===== src/rtl/sonic_vc_tx_pkt_arbiter.sv =====
// ---------------------------------------------------------------------------
// sonic_vc_tx_pkt_arbiter
//
// Packet-granular round-robin arbiter that shares one 133-bit Avalon-ST TX
// FIFO sink among NUM_CH virtual-channel packet sources. A grant is taken in
// IDLE (one bubble cycle), held from the accepted SOP beat through the
// accepted EOP beat, then released with the pointer moved past the owner.
//
// Ports:
//   wrclock, reset_n           clock, asynchronous active-low reset
//   ch_data/ch_empty           per-channel payload, channel i at slice i
//   ch_sop/ch_eop/ch_error     per-channel framing
//   ch_valid / ch_ready        per-channel handshake (ready latency 0)
//   src_*                      forwarded beat towards the TX FIFO sink
//   src_ready                  FIFO sink ready (ready latency 0)
//   cur_grant                  one-hot owner, 0 while idle
//   proto_err                  sticky: a stray non-SOP beat was drained
//
// Optional build macro SONIC_VC_TX_ARB_WDOG_EN adds:
//   wdog_limit[15:0] (in)      beat-gap limit, 0 disables the watchdog
//   wdog_fire        (out)     one-cycle pulse when the packet is cut off
// ---------------------------------------------------------------------------
module sonic_vc_tx_pkt_arbiter #(
    parameter int NUM_CH  = 4,
    parameter int DATA_W  = 128,
    parameter int EMPTY_W = 2
) (
    input  logic                      wrclock,
    input  logic                      reset_n,
    input  logic [NUM_CH*DATA_W-1:0]  ch_data,
    input  logic [NUM_CH*EMPTY_W-1:0] ch_empty,
    input  logic [NUM_CH-1:0]         ch_sop,
    input  logic [NUM_CH-1:0]         ch_eop,
    input  logic [NUM_CH-1:0]         ch_error,
    input  logic [NUM_CH-1:0]         ch_valid,
    output logic [NUM_CH-1:0]         ch_ready,
    output logic [DATA_W-1:0]         src_data,
    output logic [EMPTY_W-1:0]        src_empty,
    output logic                      src_sop,
    output logic                      src_eop,
    output logic                      src_error,
    output logic                      src_valid,
    input  logic                      src_ready,
    output logic [NUM_CH-1:0]         cur_grant,
`ifdef SONIC_VC_TX_ARB_WDOG_EN
    input  logic [15:0]               wdog_limit,
    output logic                      wdog_fire,
`endif
    output logic                      proto_err
);

    localparam int PTR_W = (NUM_CH > 1) ? $clog2(NUM_CH) : 1;

    typedef enum logic [0:0] {
        ST_IDLE = 1'b0,
        ST_XFER = 1'b1
    } state_t;

    state_t             r_state;
    state_t             w_state_nxt;
    logic [NUM_CH-1:0]  r_grant;
    logic [NUM_CH-1:0]  w_grant_nxt;
    logic [PTR_W-1:0]   r_owner;
    logic [PTR_W-1:0]   w_owner_nxt;
    logic [PTR_W-1:0]   r_ptr;
    logic [PTR_W-1:0]   w_ptr_nxt;
    logic               r_perr;
    logic               w_perr_nxt;

    logic [NUM_CH-1:0]  w_req;
    logic [PTR_W-1:0]   w_pick;
    logic               w_pick_vld;
    logic [NUM_CH-1:0]  w_pick_oh;
    logic [NUM_CH-1:0]  w_drain;
    logic [PTR_W-1:0]   w_ptr_inc;
    logic               w_acc;
    logic               w_close;
    logic               w_fire;

    assign w_req     = ch_valid & ch_sop;
    assign w_pick_oh = {{(NUM_CH-1){1'b0}}, 1'b1} << w_pick;
    assign w_ptr_inc = (r_owner == PTR_W'(NUM_CH-1)) ? {PTR_W{1'b0}} : r_owner + PTR_W'(1);

    // Stray non-SOP beats on ungranted channels are swallowed; suppressed
    // while reset is held so every ready reads 0 during reset.
    assign w_drain = ch_valid & ~ch_sop & ~r_grant & {NUM_CH{reset_n}};

    // The owner's ready is src_ready (never its own valid), so acceptance
    // is simply owner valid and sink ready while transferring.
    assign w_acc   = (r_state == ST_XFER) && ch_valid[r_owner] && src_ready && !w_fire;
    assign w_close = (w_acc && ch_eop[r_owner]) || w_fire;

    assign cur_grant = r_grant;
    assign proto_err = r_perr;

`ifdef SONIC_VC_TX_ARB_WDOG_EN
    logic [15:0] r_gap;

    assign w_fire    = (r_state == ST_XFER) && (wdog_limit != 16'd0) && (r_gap == wdog_limit);
    assign wdog_fire = w_fire;

    // Beat-gap counter: counts owner-idle cycles while the sink could accept.
    always_ff @(posedge wrclock or negedge reset_n) begin
        if (!reset_n) begin
            r_gap <= 16'd0;
        end else if (r_state != ST_XFER) begin
            r_gap <= 16'd0;
        end else if (w_acc || w_fire) begin
            r_gap <= 16'd0;
        end else if (!ch_valid[r_owner] && src_ready) begin
            r_gap <= r_gap + 16'd1;
        end else begin
            r_gap <= r_gap;
        end
    end
`else
    assign w_fire = 1'b0;
`endif

    // Round-robin pick: first SOP requester at or after the pointer, wrapping.
    always_comb begin
        logic [PTR_W:0]   v_sum;
        logic [PTR_W-1:0] v_idx;
        logic             v_found;
        w_pick  = r_ptr;
        v_found = 1'b0;
        v_sum   = {(PTR_W+1){1'b0}};
        v_idx   = {PTR_W{1'b0}};
        for (int k = 0; k < NUM_CH; k++) begin
            v_sum = {1'b0, r_ptr} + (PTR_W+1)'(k);
            if (v_sum >= (PTR_W+1)'(NUM_CH)) begin
                v_sum = v_sum - (PTR_W+1)'(NUM_CH);
            end else begin
                v_sum = v_sum;
            end
            v_idx = v_sum[PTR_W-1:0];
            if (!v_found && w_req[v_idx]) begin
                w_pick  = v_idx;
                v_found = 1'b1;
            end else begin
                v_found = v_found;
            end
        end
        w_pick_vld = v_found;
    end

    // Next-state logic for the grant FSM, pointer and sticky error.
    always_comb begin
        w_state_nxt = r_state;
        w_grant_nxt = r_grant;
        w_owner_nxt = r_owner;
        w_ptr_nxt   = r_ptr;
        w_perr_nxt  = r_perr | (|w_drain);
        case (r_state)
            ST_IDLE: begin
                if (w_pick_vld) begin
                    w_state_nxt = ST_XFER;
                    w_grant_nxt = w_pick_oh;
                    w_owner_nxt = w_pick;
                end else begin
                    w_grant_nxt = {NUM_CH{1'b0}};
                end
            end
            ST_XFER: begin
                if (w_close) begin
                    w_state_nxt = ST_IDLE;
                    w_grant_nxt = {NUM_CH{1'b0}};
                    w_ptr_nxt   = w_ptr_inc;
                end else begin
                    w_state_nxt = ST_XFER;
                end
            end
            default: begin
                w_state_nxt = ST_IDLE;
                w_grant_nxt = {NUM_CH{1'b0}};
            end
        endcase
    end

    // State registers.
    always_ff @(posedge wrclock or negedge reset_n) begin
        if (!reset_n) begin
            r_state <= ST_IDLE;
            r_grant <= {NUM_CH{1'b0}};
            r_owner <= {PTR_W{1'b0}};
            r_ptr   <= {PTR_W{1'b0}};
            r_perr  <= 1'b0;
        end else begin
            r_state <= w_state_nxt;
            r_grant <= w_grant_nxt;
            r_owner <= w_owner_nxt;
            r_ptr   <= w_ptr_nxt;
            r_perr  <= w_perr_nxt;
        end
    end

    // Datapath: mux the owner onto the sink; a watchdog cut-off substitutes
    // a zero-data terminating error beat and withholds the owner's ready.
    always_comb begin
        src_data  = {DATA_W{1'b0}};
        src_empty = {EMPTY_W{1'b0}};
        src_sop   = 1'b0;
        src_eop   = 1'b0;
        src_error = 1'b0;
        src_valid = 1'b0;
        ch_ready  = w_drain;
        if (r_state == ST_XFER) begin
            if (w_fire) begin
                src_valid = 1'b1;
                src_eop   = 1'b1;
                src_error = 1'b1;
            end else begin
                src_data          = ch_data[r_owner*DATA_W +: DATA_W];
                src_empty         = ch_empty[r_owner*EMPTY_W +: EMPTY_W];
                src_sop           = ch_sop[r_owner];
                src_eop           = ch_eop[r_owner];
                src_error         = ch_error[r_owner];
                src_valid         = ch_valid[r_owner];
                ch_ready[r_owner] = src_ready;
            end
        end else begin
            src_valid = 1'b0;
        end
    end

endmodule


===== config.mk =====
export PLATFORM = sky130hd
export DESIGN_NAME = sonic_vc_tx_pkt_arbiter
export DESIGN_NICKNAME = d
export VERILOG_FILES = /design/src/rtl/sonic_vc_tx_pkt_arbiter.sv
export SDC_FILE = /design/constraint.sdc
export NUM_CORES = 1
export LEC_CHECK = 0
export ABC_AREA = 1
export CAP_MARGIN = 15
export CELL_PAD_IN_SITES_DETAIL_PLACEMENT = 1
export CELL_PAD_IN_SITES_GLOBAL_PLACEMENT = 2
export CORE_AREA = 4 4 261 263
export CTS_BUF_LIST = sky130_fd_sc_hd__clkbuf_8 sky130_fd_sc_hd__clkbuf_16
export CTS_CLUSTER_DIAMETER = 30
export DETAILED_ROUTE_END_ITERATION = 7
export DIE_AREA = 0 0 265 267
export PLACE_DENSITY_LB_ADDON = 0.08
export SETUP_SLACK_MARGIN = 0.5
export SLEW_MARGIN = 20
export SYNTH_ARGS = -nofsm -noshare
export SYNTH_HDL_FRONTEND = slang
export SYNTH_SLANG_ARGS = --single-unit

===== constraint.sdc =====
create_clock -name wrclock -period 4.4 [get_ports wrclock]
set_clock_uncertainty 0.2 [all_clocks]
set_input_delay 0.88 -clock wrclock [delete_from_list [all_inputs] [get_ports wrclock]]
set_output_delay 0.88 -clock wrclock [all_outputs]
set_load 0.03 [all_outputs]

==> flow_metrics.tcl, run 1 <==
set metrics [dict create \
    status "complete, no violations" \
    setup_tns_ns 0 \
    dpl_worst_slack_ns 0.621 \
    synth_area_mm2 0.00548 \
    grt-ovfl-total 0 \
    row_count 94 \
    cp-end-kind "primary output" \
    cts_tree "yes" \
    synth_cell_types 27 \
    drt-total-wl_mm 59.7 \
    drt-vias-per-instance 3.82 \
    postCtsSetupRepairBufs 0 \
    port_buffers 681 \
    hold_violations 0 \
    synth_seq_cells 10 \
    layout_commonest_cell "clkdlybuf4s50_1" \
    grt_max_degree 75 \
    antenna_found_initial 16 \
    worstPathRequired_ns 3.32 \
    globalplace.congestion 0.834 \
    post-route-util_pct 20.5 \
    yosysWarnings 0 \
    drive_above_1_share_pct 3.54 \
    cts_root_buffer "clkbuf_16" \
    setup_viol 0 \
    slew_headroom_pct 59.1 \
    vias 10200 \
    ys_seq_area_share_pct 4.57 \
    ys_top_cells_by_area "nor2_1 37%, o21ai_0 24%, a21oi_1 13%" \
    initial_core_util_pct 8.34 \
    nets 2350 \
    grt_first_pass_wirelength_mm 81.5 \
    hpwl_mm 48.4 \
    num-fill-cells 8130 \
    pin_count 682 \
    worst_setup_path_start_kind "flip-flop" \
    drv_slew 0 \
    setup_ws_ns 0.655 \
    core-area_mm2 0.0656 \
    cap_violations 0 \
    worstPathArrival_ns 2.66 \
    cts_buffers 3 \
    path_class "flip-flop to primary output" \
    dr.pass1.iters 4 \
    hold_depth 2 \
    fin_crit_sh_pct 85.1 \
    fmax_mhz 267 \
    cts_buffer_depth 2 \
    p_leak_nw 4.91 \
    syn_inst 1196 \
    powerDensity_mw_per_mm2 703 \
    die-area_mm2 0.0708 \
    ir_drop_mv 0.282 \
    die_h_um 267 \
    cts_num_sinks 10 \
    drt_iter0_drc 426 \
    clk_latency_ns 0.24 \
    multi_input_area_mm2 0.00474 \
    area_delta_synth_final_pct 146 \
    wl_per_cell_um 22.3 \
    die-width_um 265 \
    final.min_clock_period_ns 3.74 \
    register_area_um2 258 \
    r2r_cells 12 \
    cts_hold_buf 0 \
    hold_class "flip-flop to flip-flop" \
    drc_errors 0 \
    path_clk_slew_ns 0.04 \
    layout_common_cells "678 x clkdlybuf4s50_1, 545 x nor2_1, 267 x o21ai_0, 139 x a21oi_1, 60 x nand2_1" \
    syn-num-nets 1739 \
    final_cells 2682 \
    grt_pass1_vias 10600 \
    htree_levels 1 \
    syn_area_per_cell_um2 4.58 \
    dp.cells 2666 \
    ant_nets 0 \
    rsz0062_at_grt "true" \
    worst_slew_pin_slew_ns 0.607 \
    yosysTopAreaCell "nor2_1" \
    grt_usage_pct 15.5 \
    crit_path_max_fanout 63 \
    yosysTopAreaCellShare_pct 37.4 \
]
## final timing paths
| check | start | endpoint | slack, ns |
|---|---|---|---|
| min in group asynchronous | reset_n | cur_grant[3] | 0.91 |
| max | r_owner[0] | ch_ready[0] | 0.66 |
| min | proto_err | proto_err | 0.31 |
| max reg2reg | r_ptr[0] | cur_grant[1] | 2.02 |
| max in group asynchronous | reset_n | r_owner[0] | 2.92 |
| min reg2reg | proto_err | proto_err | 0.31 |
## final cells by class
class	count	share of cell area (%)
sequential	10	1.91
timing repair buffer	711	53.7
clock buffer	4	0.659
inverter	10	0.390
multi-input combinational	1071	35.1
tap	864	8.02
antenna	12	0.223
## cells in the mapped netlist
| cell | n |
|---|---|
| nand4_1 | 3 |
| inv_2 | 5 |
| o21ai_0 | 267 |
| buf_6 | 1 |
| inv_4 | 2 |
| nand2_2 | 7 |
| buf_1 | 17 |
| a21oi_1 | 139 |
| nand3_2 | 7 |
| nand2_4 | 3 |
| buf_4 | 4 |
| inv_1 | 2 |
| buf_2 | 23 |
| a31oi_1 | 1 |
| o22a_1 | 1 |
| nand3_1 | 27 |
| clkinv_1 | 1 |
| nor2_2 | 1 |
| nor2_4 | 2 |
| dfrtp_1 | 10 |
| nand2_1 | 60 |
| ha_1 | 4 |
| clkbuf_1 | 60 |
| o31ai_1 | 1 |
| nand4_4 | 1 |
| o21ai_1 | 2 |
| nor2_1 | 545 |
## critical path, cell delays in order, from the launching register on
cell and delay [ns]:
dfrtp_4 0.61, inv_8 0.26, buf_12 0.29, ha_1 0.20
nand2_1 0.08, a21oi_1 0.18, clkdlybuf4s50_1 0.73
## registers in the layout, indices dropped and copies added (netlist names)
signal     count
r_state        1
r_owner        2
cur_grant      4
r_ptr          2
proto_err      1
## where the power goes
part | leakage [nW] | internal, W | switching, W
logic | 4.75 | 0.00339 | 0.00565
registers | 0.119 | 0.000135 | 0.000117
clock network | 0.0442 | 0.000137 | 0.0000444
## routing by layer
metal,part of all wire [%],GRT usage [%]
met1,40,17.9
met2,55,29.9
met3,4.8,2.99
met4,0.52,2.08
met5,0.085,0
## cells by family after synthesis
| group | count (synthesis) | synth area share (%) |
|---|---|---|
| adder cells (fa/ha/maj) | 4 | 0.914 |
| buffers and inverters | 115 | 8.91 |
| flip-flops | 10 | 4.57 |
| AND/OR/NAND/NOR | 656 | 47.9 |
| AO/OA/AOI/OAI | 411 | 37.7 |
## timing repair
action / in CTS / in global routing
endpoints found under the setup margin: 2 / 6
cloned: 0 / 0
pin swaps: 0 / 0
resized for setup: 2 / 3
## through the flow
step	instance area (um2)	total power, W	hold slack, ns
2_1_floorplan	5480	0.00532	0.384
3_3_place_gp	13400	0.00952	0.316
3_5_place_dp	13400	0.00949	0.296
4_1_cts	13400	0.00971	0.310
5_1_grt	13500	0.0103	0.320
6_report	13500	0.00947	0.307
No activity file was read; power rests on OpenSTA's default activity.
==> inputs of run 2 (changes only) <==
--- a/config.mk
+++ b/config.mk
@@ -6,7 +6,7 @@
 export NUM_CORES = 1
 export LEC_CHECK = 0
 export ABC_AREA = 1
-export CAP_MARGIN = 15
+export CAP_MARGIN = 25
 export CELL_PAD_IN_SITES_DETAIL_PLACEMENT = 1
 export CELL_PAD_IN_SITES_GLOBAL_PLACEMENT = 2
 export CORE_AREA = 4 4 261 263
@@ -14,6 +14,7 @@
 export CTS_CLUSTER_DIAMETER = 30
 export DETAILED_ROUTE_END_ITERATION = 7
 export DIE_AREA = 0 0 265 267
+export MAX_ROUTING_LAYER = met4
 export PLACE_DENSITY_LB_ADDON = 0.08
 export SETUP_SLACK_MARGIN = 0.5
 export SLEW_MARGIN = 20
==> flow_metrics.tcl, run 2 (synthesis gave the netlist of run 1 again) <==
set metrics [dict create \
    rrSetupSlack_ns 2.03 \
    regToRegStartpoint "r_ptr[0]" \
    layout_common_cells "678 x clkdlybuf4s50_1, 545 x nor2_1, 267 x o21ai_0, 139 x a21oi_1, 60 x nand2_1" \
    globalplace.congestion 0.847 \
    cp-end-kind "primary output" \
    hold_violations 0 \
    ir_drop_mv 0.275 \
    comb_power_share_pct 95.4 \
    multi_input_area_mm2 0.00474 \
    max_stage_delay_ns 0.73 \
    wl_per_cell_um 22.2 \
    drt-vias-per-instance 3.80 \
    powerDensity_mw_per_mm2 701 \
    pin_count 682 \
    postCtsSetupRepairBufs 0 \
    num-fill-cells 8132 \
    area_delta_synth_final_pct 147 \
    crit_path_cell_trace "inv_8 -> buf_12 -> ha_1 -> nand2_1 -> a21oi_1 -> clkdlybuf4s50_1" \
    cts.repair.resized 2 \
    worstPathArrival_ns 2.67 \
    r2r_end "cur_grant[0]" \
    rsz0062_at_grt "true" \
    dr.pass1.iters 6 \
    drv_slew 0 \
    crit_start "r_owner[0]" \
    switchingPower_w 0.00580 \
    path_clk_slew_ns 0.04 \
    grt_usage_pct 15.9 \
    die-area_mm2 0.0708 \
    worst_slew_pin_slew_ns 0.609 \
    cts_buffers 3 \
    grt_pass1_vias 10600 \
    antenna_found_initial 16 \
    status "complete, no violations" \
    register_area_um2 258 \
    row_count 94 \
    path_class "flip-flop to primary output" \
    hpwl_mm 48.4 \
    layout_commonest_cell "clkdlybuf4s50_1" \
    cap_violations 0 \
    fin_crit_sh_pct 85.3 \
    holdPathEnd "proto_err" \
    grt_first_pass_wirelength_mm 81.3 \
    grt-ovfl-total 0 \
    hp-start "proto_err" \
    clk_latency_ns 0.24 \
    hold_depth 2 \
    fmax_mhz 267 \
    htree_levels 1 \
    setup_viol 0 \
    die_h_um 267 \
    drt-total-wl_mm 59.6 \
    cts_root_buffer "clkbuf_16" \
    port_buffers 681 \
    seq_power_share_pct 2.6 \
    slew_headroom_pct 58.9 \
    crit_path_max_fanout 63 \
    cts_hold_buf 0 \
    intPower_w 0.00366 \
    drc_errors 0 \
    drive_above_1_share_pct 3.54 \
    vias 10200 \
    slowest_stage "clkdlybuf4s50_1" \
    final.min_clock_period_ns 3.75 \
    cts_num_sinks 10 \
    ant_nets 0 \
    hold_class "flip-flop to flip-flop" \
    power_frac_clock_pct 1.9 \
    grt_max_degree 75 \
    setup_tns_ns 0 \
    cts_buffer_depth 2 \
    drt_iter0_drc 432 \
    largest_register_ffs 4 \
    placed_cell_area_mm2 0.0134 \
    initial_core_util_pct 8.34 \
    sw_frac_of_total_pct 61.3 \
    worstPathRequired_ns 3.32 \
    dp.cells 2666 \
    core-area_mm2 0.0656 \
    cts_tree "yes" \
    p_leak_nw 4.91 \
    final_cell_area_mm2 0.0135 \
    r2r_cells 12 \
    final_cells 2687 \
    die-width_um 265 \
    worst_setup_path_start_kind "flip-flop" \
    nets 2350 \
]
run 2: through the flow:
step	power [W]	hold slack, ns	utilization (%)	worst slack (ns)
after floorplan	0.00532	0.384	-	1.56
after global placement	0.00952	0.316	20.3	0.559
after detailed placement	0.00949	0.296	20.3	0.621
after CTS	0.00971	0.310	20.5	0.544
after global routing	0.0103	0.320	20.6	0.496
final	0.00946	0.308	20.6	0.649
run 2: worst max-delay path: cells and delay by family, from the launching register on:
kind                     cells  cell delay, ns
AO/OA/AOI/OAI                1            0.18
buffers and inverters        3            1.28
AND/OR/NAND/NOR              1            0.08
flip-flops                   1            0.61
adder cells (fa/ha/maj)      1            0.21
run 2: cell type report:
cell class              count  share of cell area [%]
diodes                     17                   0.315
clock buffers               4                   0.658
inverters                  10                   0.389
multi-input cells        1071                    35.1
flip-flops and latches     10                    1.91
well taps                 864                    8.01
repair buffers            711                    53.6
run 2: per-layer routing:
metal / global-route usage (%) / up-vias / share of wire, %
met5: - / - / 0
li1: - / 5178 / -
met4: 2.08 / 0 / 0.63
met3: 2.30 / 10 / 4.2
met1: 18.3 / 4748 / 40
met2: 30.0 / 271 / 55
run 2: worst max path at each step:
stage / cells after the start / to
4_1_cts: 6 / ch_ready[0]
2_1_floorplan: 7 / ch_ready[0]
3_3_place_gp: 6 / src_valid
6_report: 6 / ch_ready[0]
5_1_grt: 7 / src_data[25]
3_5_place_dp: 6 / src_valid
run 2: power groups by stage:
stage                     clock network, W  registers (W)  logic, W
after floorplan                          0       0.000187   0.00513
after global placement                   0       0.000258   0.00926
after detailed placement                 0       0.000256   0.00923
after CTS                         0.000184       0.000256   0.00927
after global routing              0.000190       0.000267   0.00980
final                             0.000182       0.000251   0.00903
==> inputs of run 3 (changes only) <==
--- a/config.mk
+++ b/config.mk
@@ -6,7 +6,7 @@
 export NUM_CORES = 1
 export LEC_CHECK = 0
 export ABC_AREA = 1
-export CAP_MARGIN = 25
+export CAP_MARGIN = 20
 export CELL_PAD_IN_SITES_DETAIL_PLACEMENT = 1
 export CELL_PAD_IN_SITES_GLOBAL_PLACEMENT = 2
 export CORE_AREA = 4 4 261 263
@@ -15,8 +15,9 @@
 export DETAILED_ROUTE_END_ITERATION = 7
 export DIE_AREA = 0 0 265 267
 export MAX_ROUTING_LAYER = met4
-export PLACE_DENSITY_LB_ADDON = 0.08
+export PLACE_DENSITY = 0.74
 export SETUP_SLACK_MARGIN = 0.5
+export SKIP_LAST_GASP = 1
 export SLEW_MARGIN = 20
 export SYNTH_ARGS = -nofsm -noshare
 export SYNTH_HDL_FRONTEND = slang
==> flow_metrics.tcl, run 3 (synthesis gave the netlist of run 1 again) <==
set metrics [dict create \
    r2r_cells 11 \
    cts_root_buffer "clkbuf_16" \
    grt_usage_pct 14.9 \
    dr.pass1.iters 5 \
    path_class "input pin to primary output" \
    path_clk_slew_ns 0.04 \
    wl_per_cell_um 20.7 \
    crit_buf_inv 2 \
    final_cells 2700 \
    comb_power_share_pct 95.7 \
    hpwl_mm 46.6 \
    p_leak_nw 5.10 \
    pin_count 682 \
    dp.cells 2686 \
    cts_buffers 3 \
    critPathTopFamily "buffers and inverters" \
    global_route.usage.met2_pct 24.3 \
    crit_start "ch_data[83]" \
    die-width_um 265 \
    register_area_um2 258 \
    cp-end-kind "primary output" \
    hold_class "flip-flop to flip-flop" \
    cts_num_sinks 10 \
    seq_power_share_pct 2.5 \
    drt-vias-per-instance 3.98 \
    layout_commonest_cell "clkdlybuf4s50_1" \
    clk_latency_ns 0.24 \
    worstPathRequired_ns 3.32 \
    slowest_stage "clkdlybuf4s50_1" \
    area_delta_synth_final_pct 148 \
    cap_violations 0 \
    grt-ovfl-total 0 \
    drc_errors 0 \
    die-area_mm2 0.0708 \
    hold_violations 0 \
    hp-start "proto_err" \
    grt_max_degree 88 \
    drv_slew 0 \
    worst_setup_path_start_kind "input pin" \
    hold_depth 2 \
    grt.busiest_layer "met2" \
    status "complete, no violations" \
    sw_frac_of_total_pct 62.2 \
    drive_above_1_share_pct 5.95 \
    ir_drop_mv 0.362 \
    intPower_w 0.00373 \
    drt-total-wl_mm 55.9 \
    grt_first_pass_wirelength_mm 77.4 \
    drt_iter0_drc 694 \
    initial_core_util_pct 8.34 \
    row_count 94 \
    nets 2377 \
    max_stage_delay_ns 0.77 \
    num-fill-cells 8143 \
    crit_path_max_fanout 1 \
    grtUsageMet1_pct 19.6 \
    switchingPower_w 0.00612 \
    worstPathArrival_ns 2.81 \
    cts_tree "yes" \
    setup_viol 0 \
    vias 10700 \
    power_frac_clock_pct 1.8 \
    slew_headroom_pct 44.7 \
    cts_buffer_depth 2 \
    final.min_clock_period_ns 3.89 \
    rrSetupSlack_ns 1.88 \
    grt_pass1_vias 11200 \
    grtUsageMet3_pct 2.80 \
    regToRegStartpoint "r_owner[0]" \
    layout_common_cells "655 x clkdlybuf4s50_1, 545 x nor2_1, 267 x o21ai_0, 137 x a21oi_1, 61 x buf_4" \
    port_buffers 681 \
    fmax_mhz 257 \
    ant_nets 0 \
    largest_register_ffs 4 \
    htree_levels 1 \
    crit_path_cell_trace "clkdlybuf4s50_1 -> nor2_1 -> nor2_1 -> o21ai_0 -> a21oi_1 -> clkdlybuf4s50_1" \
    worst_slew_pin_slew_ns 0.830 \
    die_h_um 267 \
    holdPathEnd "proto_err" \
    fin_crit_sh_pct 88.3 \
    globalplace.congestion 1.00 \
    core-area_mm2 0.0656 \
    powerDensity_mw_per_mm2 724 \
    r2r_end "cur_grant[1]" \
    setup_tns_ns 0 \
    antenna_found_initial 5 \
    rsz0062_at_grt "true" \
    multi_input_area_mm2 0.00474 \
]
[run 3: worst register-to-register path, cell delays in order, from the launching register on]
cell and delay, ns:
dfrtp_4 0.59, inv_8 0.26, buf_12 0.22, buf_4 0.22, nor2_1 0.05, o22a_1 0.24
nor2_1 0.11, nand2_1 0.16, nand2_2 0.17, inv_2 0.07, nand2_1 0.06, nand2_1 0.05
[run 3: worst max-delay path by stage]
stage	slack [ns]	to	depth (start not counted)
3_3_place_gp	0.55	src_data[76]	6
2_1_floorplan	1.56	ch_ready[0]	7
6_report	0.51	src_data[83]	6
4_1_cts	0.54	src_data[30]	7
5_1_grt	0.49	src_data[91]	6
3_5_place_dp	0.59	src_data[76]	6
[run 3: stage by stage]
stage / utilization, % / total power (W) / setup slack [ns] / hold slack [ns] / cell area [um2]
2_1_floorplan: - / 0.00532 / 1.56 / 0.384 / 5480
3_3_place_gp: 20.4 / 0.00959 / 0.552 / 0.296 / 13400
3_5_place_dp: 20.4 / 0.00965 / 0.588 / 0.304 / 13400
4_1_cts: 20.7 / 0.00995 / 0.538 / 0.318 / 13600
5_1_grt: 20.7 / 0.0106 / 0.491 / 0.327 / 13600
6_report: 20.7 / 0.00985 / 0.514 / 0.321 / 13600
[run 3: repair_timing]
| item | 4_1_cts | 5_1_grt |
|---|---|---|
| buffers inserted | 6 | 1 |
| endpoints found under the setup margin | 17 | 14 |
| hold buffers | 0 | 0 |
| resized for setup | 5 | 8 |
| pin swaps | 0 | 0 |
[run 3: area by class of cell]
| type | instances | share of cell area (%) |
|---|---|---|
| well taps | 864 | 7.95 |
| repair buffers | 738 | 54.1 |
| clock buffers | 4 | 0.654 |
| multi-input cells | 1071 | 34.9 |
| inverters | 10 | 0.387 |
| flip-flops and latches | 10 | 1.90 |
| diodes | 3 | 0.0552 |
[run 3: routing by layer]
| metal | part of all wire, % | routed length [um] | vias up |
|---|---|---|---|
| met5 | 0 | 0 | - |
| met4 | 1.3 | 738 | 0 |
| met3 | 6.5 | 3610 | 40 |
| met2 | 48 | 27000 | 391 |
| met1 | 44 | 24600 | 5085 |
| li1 | - | - | 5217 |
[run 3: power groups by stage]
stage	registers [W]	clock network [W]	logic, W
2_1_floorplan	0.000187	0	0.00513
3_3_place_gp	0.000323	0	0.00926
3_5_place_dp	0.000327	0	0.00932
4_1_cts	0.000253	0.000184	0.00951
5_1_grt	0.000256	0.000190	0.0101
6_report	0.000247	0.000179	0.00942
